### config.mk
export PLATFORM = sky130hd
export DESIGN_NAME = memory_stage
export DESIGN_NICKNAME = d
export VERILOG_FILES = /design/src/rtl/memory_stage.sv
export SDC_FILE = /design/constraint.sdc
export NUM_CORES = 1
export LEC_CHECK = 0
export CAP_MARGIN = 25
export CORE_MARGIN = 2
export CORE_UTILIZATION = 43
export CTS_CLUSTER_DIAMETER = 80
export DETAILED_ROUTE_END_ITERATION = 12
export MAX_ROUTING_LAYER = met4
export PLACE_DENSITY = 0.8
export SLEW_MARGIN = 20
export SYNTH_ARGS = -nofsm -noshare
export SYNTH_HDL_FRONTEND = slang
export SYNTH_SLANG_ARGS = --single-unit
### constraint.sdc
create_clock -name clk -period 5.48 [get_ports clk]
set_input_delay 0.548 -clock clk [delete_from_list [all_inputs] [get_ports clk]]
set_output_delay 0.548 -clock clk [all_outputs]
set_load 0.01 [all_outputs]
### src/rtl/memory_stage.sv
// Data-memory access stage: issues RV32I loads/stores over a req/gnt/rvalid bus,
// extends load data into valM and hands the result to writeback via valid/ready.
module memory_stage #(
  parameter int XLEN = 32
) (
  input  logic              clk,
  input  logic              rst,
  input  logic              in_valid,
  output logic              in_ready,
  input  logic [6:0]        opcode,
  input  logic [2:0]        func3,
  input  logic [XLEN-1:0]   valE,
  input  logic [XLEN-1:0]   valB,
  output logic              out_valid,
  input  logic              out_ready,
  output logic [XLEN-1:0]   valE_out,
  output logic [XLEN-1:0]   valM,
  output logic              fault,
  output logic              mem_req,
  output logic              mem_we,
  output logic [XLEN-1:0]   mem_addr,
  output logic [XLEN-1:0]   mem_wdata,
  output logic [XLEN/8-1:0] mem_wstrb,
  input  logic              mem_gnt,
  input  logic              mem_rvalid,
  input  logic [XLEN-1:0]   mem_rdata
);

  // state  | meaning
  // IDLE   | ready for a new instruction
  // REQ    | memory request driven, waiting for mem_gnt
  // WAIT_R | load granted, waiting for mem_rvalid
  // RESP   | result presented to writeback, waiting for out_ready

  localparam logic [6:0] OP_LOAD  = 7'b0000011;
  localparam logic [6:0] OP_STORE = 7'b0100011;

  typedef enum logic [1:0] {IDLE, REQ, WAIT_R, RESP} state_t;

  state_t state, state_nxt;

  logic              is_load, is_store, is_mem, acc_fault, accept;
  logic [XLEN-1:0]   enc_wdata;
  logic [XLEN/8-1:0] enc_wstrb;
  logic              store_r;
  logic [2:0]        f3_r;
  logic [1:0]        off_r;
  logic [7:0]        ld_byte;
  logic [15:0]       ld_half;
  logic [XLEN-1:0]   ld_data;

  assign is_load  = (opcode == OP_LOAD);
  assign is_store = (opcode == OP_STORE);
  assign is_mem   = is_load || is_store;
  assign in_ready = (state == IDLE);
  assign accept   = in_ready && in_valid;
  assign mem_req  = (state == REQ);
  assign out_valid = (state == RESP);

  // illegal width codes first, then alignment by access size (func3[1:0])
  always_comb begin
    acc_fault = 1'b0;
    if (is_load && (func3 == 3'b011 || func3 == 3'b110 || func3 == 3'b111))
      acc_fault = 1'b1;
    else if (is_store && func3 >= 3'b011)
      acc_fault = 1'b1;
    else if (is_mem && func3[1:0] == 2'b01 && valE[0])
      acc_fault = 1'b1;
    else if (is_mem && func3[1:0] == 2'b10 && valE[1:0] != 2'b00)
      acc_fault = 1'b1;
  end

  always_comb begin
    enc_wdata = '0;
    enc_wstrb = '0;
    if (is_store) begin
      case (func3)
        3'b000: begin
          enc_wdata = {4{valB[7:0]}};
          enc_wstrb = 4'b0001 << valE[1:0];
        end
        3'b001: begin
          enc_wdata = {2{valB[15:0]}};
          enc_wstrb = 4'b0011 << valE[1:0];
        end
        3'b010: begin
          enc_wdata = valB;
          enc_wstrb = 4'b1111;
        end
        default: begin
          enc_wdata = '0;
          enc_wstrb = '0;
        end
      endcase
    end
  end

  always_comb begin
    ld_byte = mem_rdata[8*off_r +: 8];
    ld_half = off_r[1] ? mem_rdata[31:16] : mem_rdata[15:0];
    case (f3_r)
      3'b000:  ld_data = {{24{ld_byte[7]}}, ld_byte};
      3'b100:  ld_data = {24'b0, ld_byte};
      3'b001:  ld_data = {{16{ld_half[15]}}, ld_half};
      3'b101:  ld_data = {16'b0, ld_half};
      default: ld_data = mem_rdata;
    endcase
  end

  always_comb begin
    state_nxt = state;
    case (state)
      IDLE: begin
        if (in_valid) begin
          if (!is_mem || acc_fault) state_nxt = RESP;
          else                      state_nxt = REQ;
        end
      end
      REQ:    if (mem_gnt)    state_nxt = store_r ? RESP : WAIT_R;
      WAIT_R: if (mem_rvalid) state_nxt = RESP;
      RESP:   if (out_ready)  state_nxt = IDLE;
      default: state_nxt = IDLE;
    endcase
  end

  always_ff @(posedge clk or posedge rst) begin
    if (rst) state <= IDLE;
    else     state <= state_nxt;
  end

  always_ff @(posedge clk or posedge rst) begin
    if (rst) begin
      valE_out  <= '0;
      valM      <= '0;
      fault     <= 1'b0;
      store_r   <= 1'b0;
      f3_r      <= '0;
      off_r     <= '0;
      mem_we    <= 1'b0;
      mem_addr  <= '0;
      mem_wdata <= '0;
      mem_wstrb <= '0;
    end else if (accept) begin
      valE_out <= valE;
      valM     <= '0;
      fault    <= is_mem && acc_fault;
      store_r  <= is_store;
      f3_r     <= func3;
      off_r    <= valE[1:0];
      // bus fields only carry a request that will actually be issued
      if (is_mem && !acc_fault) begin
        mem_we    <= is_store;
        mem_addr  <= {valE[XLEN-1:2], 2'b00};
        mem_wdata <= enc_wdata;
        mem_wstrb <= enc_wstrb;
      end else begin
        mem_we    <= 1'b0;
        mem_addr  <= '0;
        mem_wdata <= '0;
        mem_wstrb <= '0;
      end
    end else if (state == WAIT_R && mem_rvalid) begin
      valM <= ld_data;
    end
  end

endmodule

==> reports/metrics.cfg, run 1 <==
[yosys]
ys_seq_area_share_pct=56.3
ys_types=42
synthSimpleGateAreaFrac_pct=17.6
synthArstFlopShare_pct=100
synth-compound-area-share_pct=18.6
avgSynthCellArea_um2=9.57
synthAdderAreaFrac_pct=0.816
synth-xor-area-share_pct=0
postSynthCellCount=641
synth_area_um2=6130
synth_edf_count=0
synth_ff_type=dfrtp_1
synth_mux_area_share_pct=2.71
synth_top_family_by_area=compound AO/OA/AOI/OAI gates
yosysWarnings=0
synth_seq_cells=138

[floorplanning]
die_h_um=123
die_x_um=123
ioPinCount=249
rows=43
core_area_um2=13900
die_area_um2=15200
start_util_pct=44.2

[worst_setup_path]
path_class=reg2reg
cp-end-kind=flip-flop
cp_max_fo=48
startpoint_type=flip-flop
reg2reg_depth=6
critPathRequiredTime_ns=5.83
cp.arrival_ns=3.19

[layout]
fin_area_um2=9260
drive_gt1_share_pct=6.72
fin_nets=981
final_cells=1058
multi_input_area_um2=2450
num_antenna_cells=0
register_area_um2=3450
area_growth_pct=51.1
fillers=1119

[drt]
ant_nets=0
drtIter0Drc=428
vias=5608
wl_um=18600
drcViolationCount=0
avgRoutedWirePerCell_um=17.6
viasPerCell=5.30
firstDrtPassIters=6

[place]
hpwlAfterDp_um=12800
numPortBuffers=246
post_dp_cell_area_um2=8660
place_congestion=0.858
placed_cells=1025

[timing]
fmax_ghz=0.352
period_minus_slack_ns=2.84
whs_ns=0.470
hold_viol_final=0
tns_ns=0
finalSetupViolations=0
min_period_over_period_pct=51.9
slew_headroom_pct=31.1
skew_ns=0.00655
rsz0062_at_grt=false
worstMarginPinSlew_ns=1.03
slew_viol_final=0

[run]
maxCapViolCount=0

[clock_tree]
path_clk_slew_ns=0.06
ctsLongestPathBuffers=2
root_buffer=clkbuf_16
ctsHoldBuffers=0
cts_tree=done
cts.sinks=138
clk-insertion-delay-late_ns=0.41
ctsResizeCount=0
htree_levels=4
cts_buffers=17
cts_setup_buffers=0

[grt]
grt_pass1_vias=5613
grt-ovfl-total=0
antenna_found_initial=0
grt_max_degree=102
grt_usage_pct=25.6
grt_pass1_wl_um=28900

[power_and_ir_drop]
power_density_nw_per_um2=427
p_leak_uw=0.00401
ir_drop_uv=285

[min_path]
min_path_cells=2
worst_hold_path_type=reg2reg

[status]
status=complete, no violations

==> critical path, cell delays in order, from the launching register on <==
cell	delay, ns
dfrtp_1	0.37
inv_1	0.10
ha_1	0.32
nand2_4	0.43
and3_1	0.63
and2_1	0.65
a221o_2	0.27
==> worst paths after layout <==
path	slack, ns	endpoint	start
worst max register to register	2.64	valM[21]	state[0]
worst min register to register	0.47	valE_out[4]	valE_out[4]
worst max-delay path	2.64	valM[21]	state[0]
worst min-delay path	0.47	valE_out[4]	valE_out[4]
min in group asynchronous	0.72	mem_addr[31]	rst
max in group asynchronous	3.73	valE_out[2]	rst
==> routing by layer <==
metal	global-route usage, %	vias up	routed length [um]
li1	-	2642	-
met4	9.52	0	463
met1	31.6	2674	7520
met3	8.49	34	1780
met2	39.3	258	8810
met5	-	-	0
==> metrics by stage <==
| step | setup slack (ns) | total power (uW) | util (%) |
|---|---|---|---|
| 2_1_floorplan | 1.24 | 2150 | - |
| 3_3_place_gp | 2.26 | 2790 | 62.4 |
| 3_5_place_dp | 2.14 | 2820 | 62.4 |
| 4_1_cts | 2.56 | 3990 | 66.6 |
| 5_1_grt | 2.47 | 4200 | 66.7 |
| 6_report | 2.64 | 3960 | 66.7 |
==> cells by family (layout without fill, tap and decap cells) <==
| family | Yosys count | after routing |
|---|---|---|
| and+or+nand+nor | 256 | 256 |
| AOI/OAI and AO/OA | 177 | 177 |
| DFF | 138 | 138 |
| buffers and inverters | 54 | 290 |
| muxes | 11 | 11 |
| adders and majority gates | 4 | 4 |
| other | 1 | 2 |
==> area by class of cell <==
cell class,instances,area share (%)
timing repair buffer,251,27.0
sequential,138,37.3
tap,180,2.43
clock inverter,11,1.57
inverter,7,0.338
clock buffer,21,4.86
multi-input combinational,450,26.5
==> synthesized netlist by cell type (4+ instances only) <==
cell | number | area share [%]
o221ai_1 | 6 | 0.86
a221o_1 | 6 | 0.98
nand2_1 | 192 | 12
nor2_1 | 17 | 1.0
a2bb2oi_1 | 16 | 2.3
nor3_1 | 5 | 0.41
dfrtp_1 | 138 | 56
a21oi_1 | 38 | 3.1
nand2b_1 | 7 | 0.71
mux2_2 | 5 | 0.92
o21ai_0 | 84 | 6.9
inv_1 | 7 | 0.43
a221o_2 | 10 | 1.8
nor2b_1 | 17 | 1.7
clkbuf_1 | 35 | 2.1
mux4_2 | 4 | 1.5
ha_1 | 4 | 0.82
a32o_1 | 5 | 0.82
nand3b_1 | 4 | 0.49
buf_2 | 5 | 0.41
==> flip-flops by register name (all words and copies together) (netlist names), 2 cells and up <==
name,flops
f3_r,3
mem_addr,30
mem_wdata,32
mem_wstrb,4
state,2
valE_out,32
valM,32
==> report_power, final <==
group,internal (uW),switching (uW),leakage (uW)
clock,727,426,0.000283
sequential,1230,204,0.00184
combinational,716,650,0.00188
==> cell usage in the layout, fill, tap and decap left out, types with 3 or more instances in the layout <==
cell type        count
a21oi_1             37
a221o_1              6
a221o_2             10
a22o_1               3
a2bb2oi_1           16
a32o_1               5
buf_4                4
bufinv_16            3
clkbuf_1             3
clkbuf_16           17
clkdlybuf4s50_1    246
clkinv_2             3
clkinvlp_4           3
dfrtp_1            138
ha_1                 4
inv_1                6
mux2_2               5
mux4_2               4
nand2_1            192
nand2b_1             7
nand3_1              3
nand3b_1             4
nor2_1              17
nor2b_1             17
nor3_1               5
o21ai_0             84
o221ai_1             6
No activity file was read; power rests on OpenSTA's default activity.
==> run 2, diff against run 1 <==
==> constraint.sdc (replaced) <==
create_clock -name clk -period 2.8 [get_ports clk]
set_input_delay 0.28 -clock clk [delete_from_list [all_inputs] [get_ports clk]]
set_output_delay 0.28 -clock clk [all_outputs]
set_load 0.01 [all_outputs]
==> run 2 against run 1 <==
Against the previous run:
- sequential cell count unchanged
- register-to-register slack worse by 2.0 ns
- design area up 0.54%
- clock skew up 0.00074 ns
- sequential share of layout area down 0.20 points
- die area unchanged
- hold slack worse by 0.063 ns
- non-clock buffer count up 10
- largest cell class unchanged
- highest routed layer unchanged
==> reports/metrics.cfg, run 2 (same netlist as run 1, synthesis figures left out) <==
[status]
status=complete, no violations

[clock_tree]
cts_setup_buffers=0  ; unchanged
path_clk_slew_ns=0.06  ; about the same
htree_levels=4  ; unchanged
clk-insertion-delay-late_ns=0.41  ; about the same
ctsLongestPathBuffers=2  ; unchanged
cts_tree=done
cts_buffers=17  ; unchanged
ctsResizeCount=0  ; unchanged
ctsHoldBuffers=0  ; unchanged
cts.sinks=138  ; unchanged
root_buffer=clkbuf_16

[worst_setup_path]
crit_path_cell_trace=inv_1 -> ha_1 -> clkdlybuf4s50_1
reg2reg_depth=4  ; -2
critPathMaxStageDelay_ns=0.60  ; -0.05 ns
startpoint_type=flip-flop
cp_max_fo=8  ; -83%
r2r_slack_ns=0.66  ; -1.98 ns
critPathRequiredTime_ns=2.52  ; -3.31 ns
cp.arrival_ns=1.88  ; -1.31 ns
path_class=reg2out
cp-end-kind=output pin
slowest_stage=clkdlybuf4s50_1

[grt]
grt_max_degree=139  ; +36%
grt_pass1_wl_um=28500  ; -1.5%
grt_pass1_vias=5567  ; -0.82%
antenna_found_initial=0  ; unchanged
grt-ovfl-total=0  ; unchanged
grt_usage_pct=25.2  ; -0.38 points

[drt]
avgRoutedWirePerCell_um=17.2  ; -1.9%
drtIter0Drc=426  ; -0.47%
viasPerCell=5.29  ; -0.14%
vias=5648  ; +0.71%
wl_um=18400  ; -1.0%
ant_nets=0  ; unchanged
firstDrtPassIters=5  ; -1
drcViolationCount=0  ; unchanged

[timing]
slew_viol_final=0  ; unchanged
skew_ns=0.00729  ; +0.000739 ns
hold_viol_final=0  ; unchanged
slew_headroom_pct=38.9  ; +7.8 points
min_period_over_period_pct=77.2
rsz0062_at_grt=false
worstMarginPinSlew_ns=0.917  ; -0.115 ns
fmax_ghz=0.463
finalSetupViolations=0  ; unchanged
tns_ns=0  ; unchanged
period_minus_slack_ns=2.16

[floorplanning]
rows=43  ; unchanged
die_x_um=123  ; unchanged
die_h_um=123  ; unchanged
die_area_um2=15200  ; unchanged
start_util_pct=44.2  ; unchanged
core_area_um2=13900  ; unchanged
ioPinCount=249  ; unchanged

[layout]
fin_area_um2=9310  ; +0.54%
top_regs=mem_wdata: 32 flops, valE_out: 32 flops, valM: 32 flops
num_antenna_cells=0  ; unchanged
final_cell_mix=246 x clkdlybuf4s50_1, 192 x nand2_1, 138 x dfrtp_1
final_common_cell=clkdlybuf4s50_1
multi_input_area_um2=2450  ; unchanged
area_growth_pct=51.9
fin_nets=991  ; +1.0%
register_area_um2=3450  ; unchanged
drive_gt1_share_pct=7.55  ; +0.83 points
fillers=1091  ; -2.5%

[place]
numPortBuffers=246  ; unchanged
hpwlAfterDp_um=12900  ; +1.3%
place_congestion=0.885  ; +3.1%
post_dp_cell_area_um2=8750  ; +1.1%

[min_path]
worst_hold_path_type=in2async

[power_and_ir_drop]
p_leak_uw=0.00404  ; +0.92%
ir_drop_uv=457  ; +60%
power_density_nw_per_um2=826  ; +93%

[run]
maxCapViolCount=0  ; unchanged

run 2: per-layer routing:
layer  global-route usage [%]  up-vias  share of wire (%)
met5                        -        -                  0
met4                     11.1        0                3.0
met3                     8.35       44                9.0
met2                     37.7      263                 47
met1                     31.4     2672                 41
li1                         -     2669                  -
run 2: metrics by stage:
stage	worst slack (ns)	utilization, %	total power [uW]	hold slack (ns)	std cells
floorplan	0.664	-	4210	0.385	642
global placement	0.470	63.0	5490	0.457	1036
detailed placement	0.457	63.0	5550	0.462	1036
CTS	0.615	67.1	7740	0.394	1067
global route	0.538	67.1	8150	0.408	1067
finish	0.640	67.1	7690	0.407	1067
run 2: where the power goes:
group / total (uW) / leakage (uW) / switching, uW / internal (uW)
Clock: 2150 / 0.000273 / 807 / 1350
Sequential: 2700 / 0.00184 / 282 / 2420
Combinational: 2830 / 0.00193 / 1390 / 1440
run 2: layout make-up:
type                    instances  area share [%]
flip-flops and latches        138            37.1
repair buffers                261            27.8
multi-input cells             450            26.3
clock buffers                  23            5.02
well taps                     180            2.42
clock inverters                 8            1.02
inverters                       7           0.322
run 2: critical path, delay by kind of cell, from the launching register on:
kind       cells  cell delay, ns
flops          1            0.40
buf+inv        2            0.73
fa+ha+maj      1            0.34
run 2: final timing paths:
| path | to | startpoint |
|---|---|---|
| hold reg to reg | mem_addr[21] | mem_addr[21] |
| setup reg to reg | valM[17] | valE_out[1] |
| hold / removal | valM[5] | rst |
| min in group clk | valE_out[15] | valE[15] |
| max in group asynchronous | mem_wstrb[1] | rst |
| setup / recovery | in_ready | state[0] |
==> run 3, diff against run 2 <==
==> constraint.sdc (replaced) <==
create_clock -name clk -period 2 [get_ports clk]
set_input_delay 0.2 -clock clk [delete_from_list [all_inputs] [get_ports clk]]
set_output_delay 0.2 -clock clk [all_outputs]
set_load 0.01 [all_outputs]
==> run 3 against run 2 <==
Against the previous run:
- sequential power grew 40%
- worst setup slack worse by 0.55 ns
- critical path depth did not move
- first-iteration DRC count increased by 6.6%
- register-to-register slack got worse by 0.56 ns
- critical endpoint unchanged
- highest routed layer unchanged
==> reports/metrics.cfg, run 3 (same netlist as run 1, synthesis figures left out) <==
[place]
post_dp_cell_area_um2=8890  ; +1.6%
numPortBuffers=246  ; unchanged
hpwlAfterDp_um=13600  ; +5.5%
place_congestion=0.863  ; -2.4%

[grt]
grt_usage_pct=26.5  ; +1.2 points
grt_pass1_wl_um=29700  ; +4.5%
grt-ovfl-total=0  ; unchanged
grt_max_degree=82  ; -41%
grt-busiest-layer=met2
grt_pass1_vias=5600  ; +0.59%
met1_usage_pct=33.1  ; +1.7 points
grtUsageMet2_pct=40.1  ; +2.4 points
antenna_found_initial=0  ; unchanged
met3_usage_pct=9.59  ; +1.2 points

[clock_tree]
cts_buffers=17  ; unchanged
ctsHoldBuffers=0  ; unchanged
htree_levels=4  ; unchanged
cts.sinks=138  ; unchanged
path_clk_slew_ns=0.06  ; about the same
clk-insertion-delay-late_ns=0.42  ; about the same
ctsLongestPathBuffers=2  ; unchanged
root_buffer=clkbuf_16
cts_tree=done

[worst_setup_path]
critPathMaxStageDelay_ns=0.56  ; -0.04 ns
slowest_stage=clkdlybuf4s50_1
cp.arrival_ns=1.71  ; -0.17 ns
reg2reg_depth=6  ; +2
r2r_slack_ns=0.10  ; -0.56 ns
cp-end-kind=output pin
r2r_start=valE_out[1]
startpoint_type=flip-flop
path_buf_inv=2  ; unchanged
cp_max_fo=8  ; unchanged
r2r_end=valM[21]
critPathRequiredTime_ns=1.80  ; -0.72 ns
path_class=reg2out
crit_family=buffers and inverters
crit_path_cell_trace=inv_1 -> ha_4 -> clkdlybuf4s50_1

[run]
maxCapViolCount=0  ; unchanged

[layout]
drive_gt1_share_pct=9.34  ; +1.8 points
fin_area_um2=9540  ; +2.5%
fin_nets=1002  ; +1.1%
top_regs=mem_wdata: 32 flops, valE_out: 32 flops, valM: 32 flops
final_common_cell=clkdlybuf4s50_1
fillers=1095  ; +0.37%
area_growth_pct=55.6
num_antenna_cells=0  ; unchanged
final_cell_mix=245 x clkdlybuf4s50_1, 192 x nand2_1, 138 x dfrtp_1

[timing]
fmax_ghz=0.523
min_period_over_period_pct=95.7
rsz0062_at_grt=false
slew_headroom_pct=57.3  ; +18 points
worstMarginPinSlew_ns=0.638  ; -0.278 ns
hold_viol_final=0  ; unchanged
whs_ns=0.251  ; -0.156 ns
period_minus_slack_ns=1.91
finalSetupViolations=0  ; unchanged
slew_viol_final=0  ; unchanged
skew_ns=0.00646  ; -0.000826 ns

[power_and_ir_drop]
seq_power_share_pct=33.4  ; -1.7 points
p_switching_uw=3590  ; +45%
switching_share_pct=31.8  ; -0.41 points
power_frac_clock_pct=29.7  ; +1.7 points
p_total_uw=11300  ; +47%
power_density_nw_per_um2=1180  ; +43%
p_leak_uw=0.00417  ; +3.2%
p_comb_share_pct=36.9  ; about the same
ir_drop_uv=675  ; +48%
p_int_uw=7690  ; +48%

[drt]
drcViolationCount=0  ; unchanged
firstDrtPassIters=5  ; unchanged
vias=5709  ; +1.1%
drtIter0Drc=454  ; +6.6%
ant_nets=0  ; unchanged
wl_um=19300  ; +4.7%
viasPerCell=5.29  ; about the same
avgRoutedWirePerCell_um=17.8  ; +3.6%

[floorplanning]
die_h_um=123  ; unchanged
start_util_pct=44.2  ; unchanged
die_x_um=123  ; unchanged
core_area_um2=13900  ; unchanged
ioPinCount=249  ; unchanged
die_area_um2=15200  ; unchanged
rows=43  ; unchanged

[status]
status=complete, no violations

[min_path]
worst_hold_path_type=in2async

-- run 3: cell types whose count changed in the layout (fill, tap and decap cells not counted), moves of 2 or more --
cell       delta
clkbuf_1      -2
clkinv_4      +3
bufinv_16     +2
buf_12        +5
buf_4         +6
-- run 3: area by class of cell --
type                    instances  area [um^2]  area share (%)
repair buffers                272         2740            28.7
flip-flops and latches        138         3450            36.2
well taps                     180          225            2.36
multi-input cells             450         2470            25.9
clock buffers                  21          460            4.83
inverters                       7         30.0           0.315
clock inverters                11          169            1.77
-- run 3: worst min-delay path, cell delays in order --
cell             delay (ns)
clkdlybuf4s50_1        0.44
clkinvlp_4             0.13
buf_12                 0.29
-- run 3: power by group through the flow --
stage | Combinational [uW] | Sequential (uW) | Clock, uW
global route | 4530 | 3830 | 3510
detailed placement | 4130 | 3810 | 0
global placement | 4050 | 3800 | 0
finish | 4160 | 3770 | 3340
CTS | 4170 | 3770 | 3390
floorplan | 1930 | 3980 | 0
-- run 3: per-layer routing --
| metal | vias to the layer above | part of all wire, % |
|---|---|---|
| met3 | 30 | 9.8 |
| met2 | 259 | 47 |
| met4 | 0 | 2.2 |
| met1 | 2723 | 41 |
| li1 | 2697 | - |
| met5 | - | 0 |
-- run 3: how the worst max path moves through the flow --
stage	to	start	depth (start not counted)
after detailed placement	valM[21]	mem_rdata[31]	5
final	in_ready	state[1]	3
after global placement	valM[22]	mem_rdata[31]	5
after floorplan	valM[16]	state[0]	9
after CTS	in_ready	state[0]	3
after global routing	in_ready	state[1]	3
-- run 3: what timing repair did --
action                     4_1_cts  5_1_grt
setup endpoints to repair       16        7
setup buffers                    1        0
pin swaps                        1        0
gates resized for setup          0        5
-- run 3: stage by stage --
| stage | TNS (ns) | worst slack [ns] | util [%] | instances |
|---|---|---|---|---|
| final | 0 | 0.0865 | 68.7 | 1079 |
| after global routing | 0 | 0.00996 | 68.7 | 1079 |
| after CTS | 0 | 0.0352 | 68.7 | 1079 |
| after detailed placement | -3.78 | -0.244 | 64.0 | 1046 |
| after global placement | -4.01 | -0.255 | 64.0 | 1046 |
| after floorplan | 0 | 0.00209 | - | 642 |
